### config.mk
export PLATFORM = sky130hd
export DESIGN_NAME = mac_seq_ctrl
export DESIGN_NICKNAME = d
export VERILOG_FILES = /design/src/rtl/mac_seq_ctrl_pkg.sv /design/src/rtl/mac_issue_tracker.sv /design/src/rtl/mac_seq_ctrl.sv
export SDC_FILE = /design/constraint.sdc
export NUM_CORES = 1
export LEC_CHECK = 0
export BUFFER_PORTS_ARGS = -buffer_cell sky130_fd_sc_hd__buf_2
export CAP_MARGIN = 0
export CORE_ASPECT_RATIO = 0.5
export CORE_UTILIZATION = 44
export CTS_CLUSTER_DIAMETER = 50
export CTS_CLUSTER_SIZE = 12
export DETAILED_ROUTE_END_ITERATION = 10
export MAX_ROUTING_LAYER = met4
export PLACE_DENSITY = 0.76
export SLEW_MARGIN = 25
export SYNTH_ARGS = -nofsm -noshare
export SYNTH_HDL_FRONTEND = slang
export SYNTH_SLANG_ARGS = --single-unit
export TNS_END_PERCENT = 1
### constraint.sdc
create_clock -name clock -period 1.83 [get_ports clock]
set_clock_uncertainty 0.1 [all_clocks]
set_input_delay 0.366 -clock clock [delete_from_list [all_inputs] [get_ports clock]]
set_output_delay 0.366 -clock clock [all_outputs]
set_load 0.03 [all_outputs]
### src/rtl/mac_seq_ctrl_pkg.sv
// Shared encodings and defaults for the dot-product sequencer that drives the pipelined FP MAC.
package mac_seq_ctrl_pkg;

    typedef enum logic [1:0] {
        IDLE  = 2'd0,
        ISSUE = 2'd1,
        WAIT  = 2'd2,
        DONE  = 2'd3
    } state_t;

    localparam logic [31:0] FP_ZERO         = 32'h0000_0000;
    localparam int          DEFAULT_MAC_LAT = 20;
    localparam int          DEFAULT_LEN_W   = 8;

endpackage

### src/rtl/mac_issue_tracker.sv
// One valid bit per MAC pipeline stage; the tail marks the cycle the matching mac_z is valid.
module mac_issue_tracker #(
    parameter int MAC_LAT = 20
) (
    input  logic clock,
    input  logic reset,
    input  logic launch,
    output logic tail,
    output logic any_inflight
);

    logic [MAC_LAT-1:0] bits;

    // NOTE: sequential state uses non-blocking assignments so every flop samples pre-edge values.
    always_ff @(posedge clock) begin
        if (reset) begin
            bits <= '0;
        end else begin
            bits <= {bits[MAC_LAT-2:0], launch};
        end
    end

    assign tail         = bits[MAC_LAT-1];
    assign any_inflight = |bits;

    // The feedback dependency allows only one element in flight at a time.
    tracker_single_inflight: assert property (@(posedge clock) disable iff (reset) $onehot0(bits));

endmodule

### src/rtl/mac_seq_ctrl.sv
// Issues one dot-product job element by element to the shared FP MAC, feeding the running sum back as Y.
module mac_seq_ctrl
    import mac_seq_ctrl_pkg::*;
#(
    parameter int MAC_LAT = DEFAULT_MAC_LAT,
    parameter int LEN_W   = DEFAULT_LEN_W
) (
    input  logic             clock,
    input  logic             reset,
    input  logic             cmd_valid,
    output logic             cmd_ready,
    input  logic [LEN_W-1:0] cmd_len,
    input  logic             op_valid,
    output logic             op_ready,
    input  logic [31:0]      op_a,
    input  logic [31:0]      op_b,
    output logic             mac_issue,
    output logic [31:0]      mac_a,
    output logic [31:0]      mac_b,
    output logic [31:0]      mac_y,
    input  logic [31:0]      mac_z,
    output logic             res_valid,
    output logic [31:0]      res_data,
    input  logic             res_ready,
    output logic             busy
);

    state_t           state;
    state_t           state_next;
    logic [LEN_W-1:0] remaining;
    logic [31:0]      acc;
    logic             first;
    logic             cmd_fire;
    logic             op_fire;
    logic             tail;
    logic             any_inflight;

    assign cmd_fire = (state == IDLE) && cmd_valid;
    assign op_fire  = (state == ISSUE) && op_valid;

    mac_issue_tracker #(
        .MAC_LAT(MAC_LAT)
    ) u_tracker (
        .clock       (clock),
        .reset       (reset),
        .launch      (op_fire),
        .tail        (tail),
        .any_inflight(any_inflight)
    );

    always_ff @(posedge clock) begin
        if (reset) begin
            state <= IDLE;
        end else begin
            state <= state_next;
        end
    end

    // NOTE: every combinational output gets a default first so no path leaves it unassigned (no latch).
    always_comb begin
        state_next = state;
        case (state)
            IDLE:    if (cmd_valid) state_next = (cmd_len == '0) ? DONE : ISSUE;
            ISSUE:   if (op_valid) state_next = WAIT;
            WAIT:    if (tail) state_next = (remaining == '0) ? DONE : ISSUE;
            DONE:    if (res_ready) state_next = IDLE;
            default: state_next = IDLE;
        endcase
    end

    always_comb begin
        cmd_ready = 1'b0;
        op_ready  = 1'b0;
        res_valid = 1'b0;
        busy      = 1'b1;
        case (state)
            IDLE: begin
                cmd_ready = 1'b1;
                busy      = 1'b0;
            end
            ISSUE:   op_ready = 1'b1;
            DONE:    res_valid = 1'b1;
            default: ;
        endcase
    end

    always_ff @(posedge clock) begin
        if (reset) begin
            mac_issue <= 1'b0;
            mac_a     <= FP_ZERO;
            mac_b     <= FP_ZERO;
            mac_y     <= FP_ZERO;
            res_data  <= FP_ZERO;
            remaining <= '0;
            acc       <= FP_ZERO;
            first     <= 1'b0;
        end else begin
            mac_issue <= op_fire;
            if (cmd_fire) begin
                remaining <= cmd_len;
                acc       <= FP_ZERO;
                first     <= 1'b1;
                if (cmd_len == '0) begin
                    res_data <= FP_ZERO;
                end
            end
            if (op_fire) begin
                mac_a <= op_a;
                mac_b <= op_b;
                mac_y <= first ? FP_ZERO : acc;
                first <= 1'b0;
                if (remaining != '0) begin
                    remaining <= remaining - LEN_W'(1);
                end
            end
            // The tail bit is the only moment mac_z belongs to this job.
            if ((state == WAIT) && tail) begin
                acc <= mac_z;
                if (remaining == '0) begin
                    res_data <= mac_z;
                end
            end
        end
    end

    no_back_to_back_issue: assert property (@(posedge clock) disable iff (reset) mac_issue |=> !mac_issue);
    wait_has_inflight: assert property (@(posedge clock) disable iff (reset) (state == WAIT) |-> any_inflight);

endmodule
After elaboration in Yosys (flattened, before gate mapping)
Index checks and enable logic that the tools add are counted.
{"block": "word_totals", "in_bits": 109, "elab_cells": 49, "out_inout_bits": 133, "register_bits": 192}
{"block": "classes", "n_reduce_logical": 10, "n_addsub": 1, "mux": 21, "eq_ne": 7}
{"cell": "$mux W32", "n": 7}
{"cell": "$mux W8", "n": 3}
{"cell": "$logic_not A8 Y1", "n": 2}
{"cell": "$mux W2", "n": 6}
{"cell": "$pmux W2 S4", "n": 1}
{"cell": "$reduce_bool A8 Y1", "n": 1}
{"cell": "$sub A8 B1 Y8 const B", "n": 1}
{"cell": "$ne A2 B2 Y1 const B", "n": 3}
{"cell": "$eq A2 B2 Y1 const B", "n": 2}
{"cell": "$mux W1", "n": 4}
{"cell": "$reduce_and A4 Y1", "n": 1}
{"cell": "$logic_and A1 B1 Y1", "n": 3}
{"cell": "$eq A2 B1 Y1 const B", "n": 1}
{"cell": "$logic_not A2 Y1", "n": 1}
{"cell": "$ne A2 B1 Y1 const B", "n": 1}
{"cell": "$reduce_bool A2 Y1", "n": 1}
{"cell": "$reduce_or A2 Y1", "n": 1}

Logic depth before layout (Yosys ltp)
{"block": "depth", "word_depth": 5, "mapped_depth": 8, "mapped_depth_nobuf": 6}

Hierarchy
A second synthesis with hierarchy kept.
{"block": "unflattened", "hier_cells": 734, "area_unflattened_um2": 6775.2}
{"mod": "mac_seq_ctrl", "n_inst": 1, "cells_per_inst": 685, "area_per_inst_um2": 6178.4, "seq_area_each_um2": 3443.3}
{"mod": "mac_issue_tracker", "n_inst": 1, "cells_per_inst": 49, "area_per_inst_um2": 596.8, "seq_area_each_um2": 400.4}

Worst setup path after synthesis
OpenSTA, ideal clock, no wires.
{"block": "synth_path", "path_type": "reg-to-reg", "startpoint": "register state[0]", "endpoint": "register res_data[10]", "period_less_slack_ns": 1.930, "arrival_ns": 1.713, "n_path_buf": 2, "path_slack_ns": -0.100, "setup_time_ns": 0.117, "required_ns": 1.613, "stages_incl_launch_ff": 7, "path_cell_list": "dfxtp_1 > buf_2 > nor2_1 > and3_1 > a221oi_2 > buf_2 > a22o_1"}
{"block": "synth_between", "elab_chain_cells": 5, "elab_cells_between_ends": 7, "classes_between": "eq/ne: 1; mux: 3; reduce/logical: 3"}
{"element": "start, declared", "line": "mac_seq_ctrl.sv:28", "source": "state_t state;"}
{"element": "start signal, assigned", "line": "mac_seq_ctrl.sv:55", "source": "state <= state_next;"}
{"element": "$logic_not A2 Y1", "line": "mac_seq_ctrl.sv:38", "source": "assign cmd_fire = (state == IDLE) && cmd_valid;"}
{"element": "$logic_and A1 B1 Y1", "line": "mac_seq_ctrl.sv:38"}
{"element": "$mux W32", "line": "mac_seq_ctrl.sv:99", "source": "if (cmd_fire) begin"}
{"element": "$mux W32", "line": "mac_seq_ctrl.sv:119", "source": "if (remaining == '0) begin"}
{"element": "$mux W32 (*)", "line": "mac_seq_ctrl.sv:117", "source": "if ((state == WAIT) && tail) begin"}
{"element": "end signal, assigned", "line": "mac_seq_ctrl.sv:120", "source": "res_data <= mac_z;"}
{"element": "end, declared", "line": "mac_seq_ctrl.sv:23", "source": "output logic [31:0] res_data,"}
Mark *: on every way between the ends. The rest lies on a longest branch, timed or not.
A chain may end at the register's enable or synchronous reset.

Final worst setup path
{"block": "layout_path", "startpoint": "register state[0]", "endpoint": "output cmd_ready"}
{"block": "layout_between", "elab_chain_cells": 2}
{"element": "$logic_not A2 Y1", "line": "mac_seq_ctrl.sv:76", "source": "case (state)"}
{"element": "$mux W1", "line": "mac_seq_ctrl.sv:76"}
{"element": "end, declared", "line": "mac_seq_ctrl.sv:11", "source": "output logic cmd_ready,"}
No other way between the ends.

==> qor.yml <==
global_routing:
  use_met3: 0.0489
  grtUsageTotal: 0.208
  grt-busiest-layer: "met2"
  met2_usage: 0.363
  grt_pass1_wl_mm: 24.8
  grt_max_degree: 128
  antenna_found_initial: 0
  grt_pass1_vias: 5326
  gr-total-overflow: 0
  met1_usage: 0.240
sta:
  hold_slack_ns: 0.0793
  min_period_ns: 1.79
  fmax_mhz: 560
  setup_tns_ns: 0
  finalHoldViolCount: 0
  period_share: 0.976
  slew_headroom: 0.571
  report.final.slew_viol_count: 0
  rsz0062_at_grt: "true"
  setup_viol: 0
  tightest_slew_ns: 0.642
logic_synthesis:
  yosys_warnings: 0
  synth-seq-cells: 191
  synth-seq-area-share: 0.596
  syn_avg_cell_area_um2: 9.69
  synth_area_mm2: 0.00642
  netlist_instances: 662
  syn-num-nets: 772
  synth_cell_types: 42
worst_setup_path:
  path_class: "reg2out"
  r2r_end: "res_data[18]"
  cp-end-kind: "output port"
  ff2ff_path_depth: 7
  critPathLaunchType: "register"
  cp_max_fo: 9
  timing.rr.start: "remaining[0]"
  critical_path_arrival_ns: 1.32
  crit_required_ns: 1.36
  rrSetupSlack_ns: 0.07
floorplanning:
  die_area_mm2: 0.0151
  die_x_um: 173
  initial_utilization: 0.462
  num_io_pins: 242
  core_area_mm2: 0.0139
  die_y_um: 87.4
  num_rows: 30
power_and_ir_drop:
  power.share.switching: 0.269
  cellLeakagePower_nw: 3.83
  comb_power_share: 0.098
  power_frac_clock: 0.412
  ir_drop_uv: 767
  p_int_w: 0.00640
  p_per_area_mw_per_mm2: 1030
  p_seq_frac: 0.490
  netSwitchingPower_w: 0.00235
cts:
  clockBufferDepth: 2
  htreeDepth: 4
  cts_tree: "done"
  clk-insertion-delay-late_ns: 0.41
  cts_sinks: 191
  root_buffer: "clkbuf_16"
  clkTransAtPathRegs_ns: 0.08
  cts_buffers: 17
  holdBufCountCts: 0
worst_hold_path:
  min_from: "mac_z[12]"
  whs_endpoint: "res_data[12]"
  hold_path_depth: 2
  hp-class: "in2reg"
cells_and_area:
  final_cell_area_mm2: 0.00853
  final_nets: 1003
  layout_common_cells: "buf_2, dfxtp_1, nand2_1"
  area_growth_pct: 33.0
  final_common_cell: "buf_2"
  fin_cells: 1098
  drive_gt1_frac: 0.347
  postLayoutCoreUtil: 0.615
  n_antenna_cell: 0
outcome:
  status: "completed"
drt:
  via_count: 5525
  final_antenna_net_count: 0
  drtPass1Iterations: 4
  drtIter0Drc: 260
  drc_errors: 0
  wirelength_mm: 15.6
  viasPerCell: 5.03
  wl_per_cell_um: 14.2
place:
  placed_cells: 1066
  io_buffers: 241
  gp_congestion: 0.851
  placed_area_mm2: 0.00791
  dpl.hpwl_mm: 10.6
job:
  maxCapViolCount: 0
==> metrics by stage <==
stage               total power, W  setup WS (ns)
floorplan                  0.00487       -0.00538
global placement           0.00520        -0.0383
detailed placement         0.00522        -0.0689
finish                     0.00875         0.0436
global route               0.00913        -0.0241
CTS                        0.00884        0.00930
==> registers in the layout, indices dropped and copies added (netlist names) <==
register	count
acc	32
first	1
mac_a	32
mac_b	32
mac_y	32
remaining	8
res_data	32
state	2
u_tracker.bits	20
==> cells by family after synthesis <==
group	Yosys count	share of synthesized area
AO/OA/AOI/OAI	187	0.206
XOR/XNOR	1	0.00137
adder cells (fa/ha/maj)	1	0.00195
buffers and inverters	59	0.0407
flip-flops	191	0.596
multiplexers	3	0.00487
AND/OR/NAND/NOR	220	0.149
==> Yosys cell counts (all sizes together) <==
library cell,count,area (µm²)
dfxtp,191,3820
nand2,135,507
a21oi,70,350
a22o,64,561
nor2,41,156
a22oi,33,248
clkbuf,27,101
buf,26,138
nor2b,20,125
inv,6,22.5
nor3,4,25.0
nor4,4,25.0
a221oi,3,32.5
a31oi,3,18.8
and3,3,18.8
nand3,3,15.0
a211oi,2,15.0
a311oi,2,17.5
a32oi,2,17.5
and2,2,12.5
mux2i,2,20.0
o21a,2,15.0
o311ai,2,17.5
or3,2,12.5
a21o,1,7.51
and2b,1,7.51
and3b,1,8.76
ha,1,12.5
mux2,1,11.3
nand2b,1,6.26
nand3b,1,20.0
nor3b,1,7.51
o211ai,1,7.51
o21ai,1,5.00
o221ai,1,8.76
or4,1,11.3
xnor2,1,8.76
==> worst max-delay path by stage <==
stage	startpoint	endpoint	slack (ns)	cells past startpoint
after CTS	state[0]	cmd_ready	0.009	3
after detailed placement	op_valid	mac_y[9]	-0.07	5
final	state[0]	cmd_ready	0.04	3
after global placement	op_valid	mac_y[17]	-0.04	5
after global routing	state[0]	busy	-0.02	4
after floorplan	state[0]	mac_a[0]	-0.005	8
==> critical path: stages, from the launching register on <==
cell and delay [ns]:
dfxtp_2 0.34, buf_4 0.16, nor2_2 0.18, buf_2 0.23
==> power by group through the flow <==
| stage | logic [W] | registers (W) | clock network [W] |
|---|---|---|---|
| after floorplan | 0.000386 | 0.00448 | 0 |
| after global placement | 0.000822 | 0.00438 | 0 |
| after detailed placement | 0.000840 | 0.00438 | 0 |
| after CTS | 0.000844 | 0.00428 | 0.00371 |
| after global routing | 0.000933 | 0.00430 | 0.00391 |
| final | 0.000860 | 0.00429 | 0.00361 |
==> layout make-up <==
| cell class | count | area, µm² |
|---|---|---|
| Clock buffer | 18 | 429 |
| Inverter | 6 | 22.5 |
| Sequential cell | 191 | 3830 |
| Clock inverter | 14 | 158 |
| Timing Repair Buffer | 265 | 1470 |
| Fill cell | 1182 | 5350 |
| Tap cell | 192 | 240 |
| Multi-Input combinational cell | 412 | 2390 |
==> timing repair <==
item	CTS	global route
endpoints found under the setup margin	2	69
pin swaps	0	1
buffers inserted	0	0
gates resized for setup	2	8
==> metal layers <==
metal  part of all wire  vias to the layer above
met5                  0                        -
met4              0.012                        0
met3              0.049                       16
met2               0.49                      158
met1               0.45                     2586
li1                   -                     2765
No activity file was read; power rests on OpenSTA's default activity.
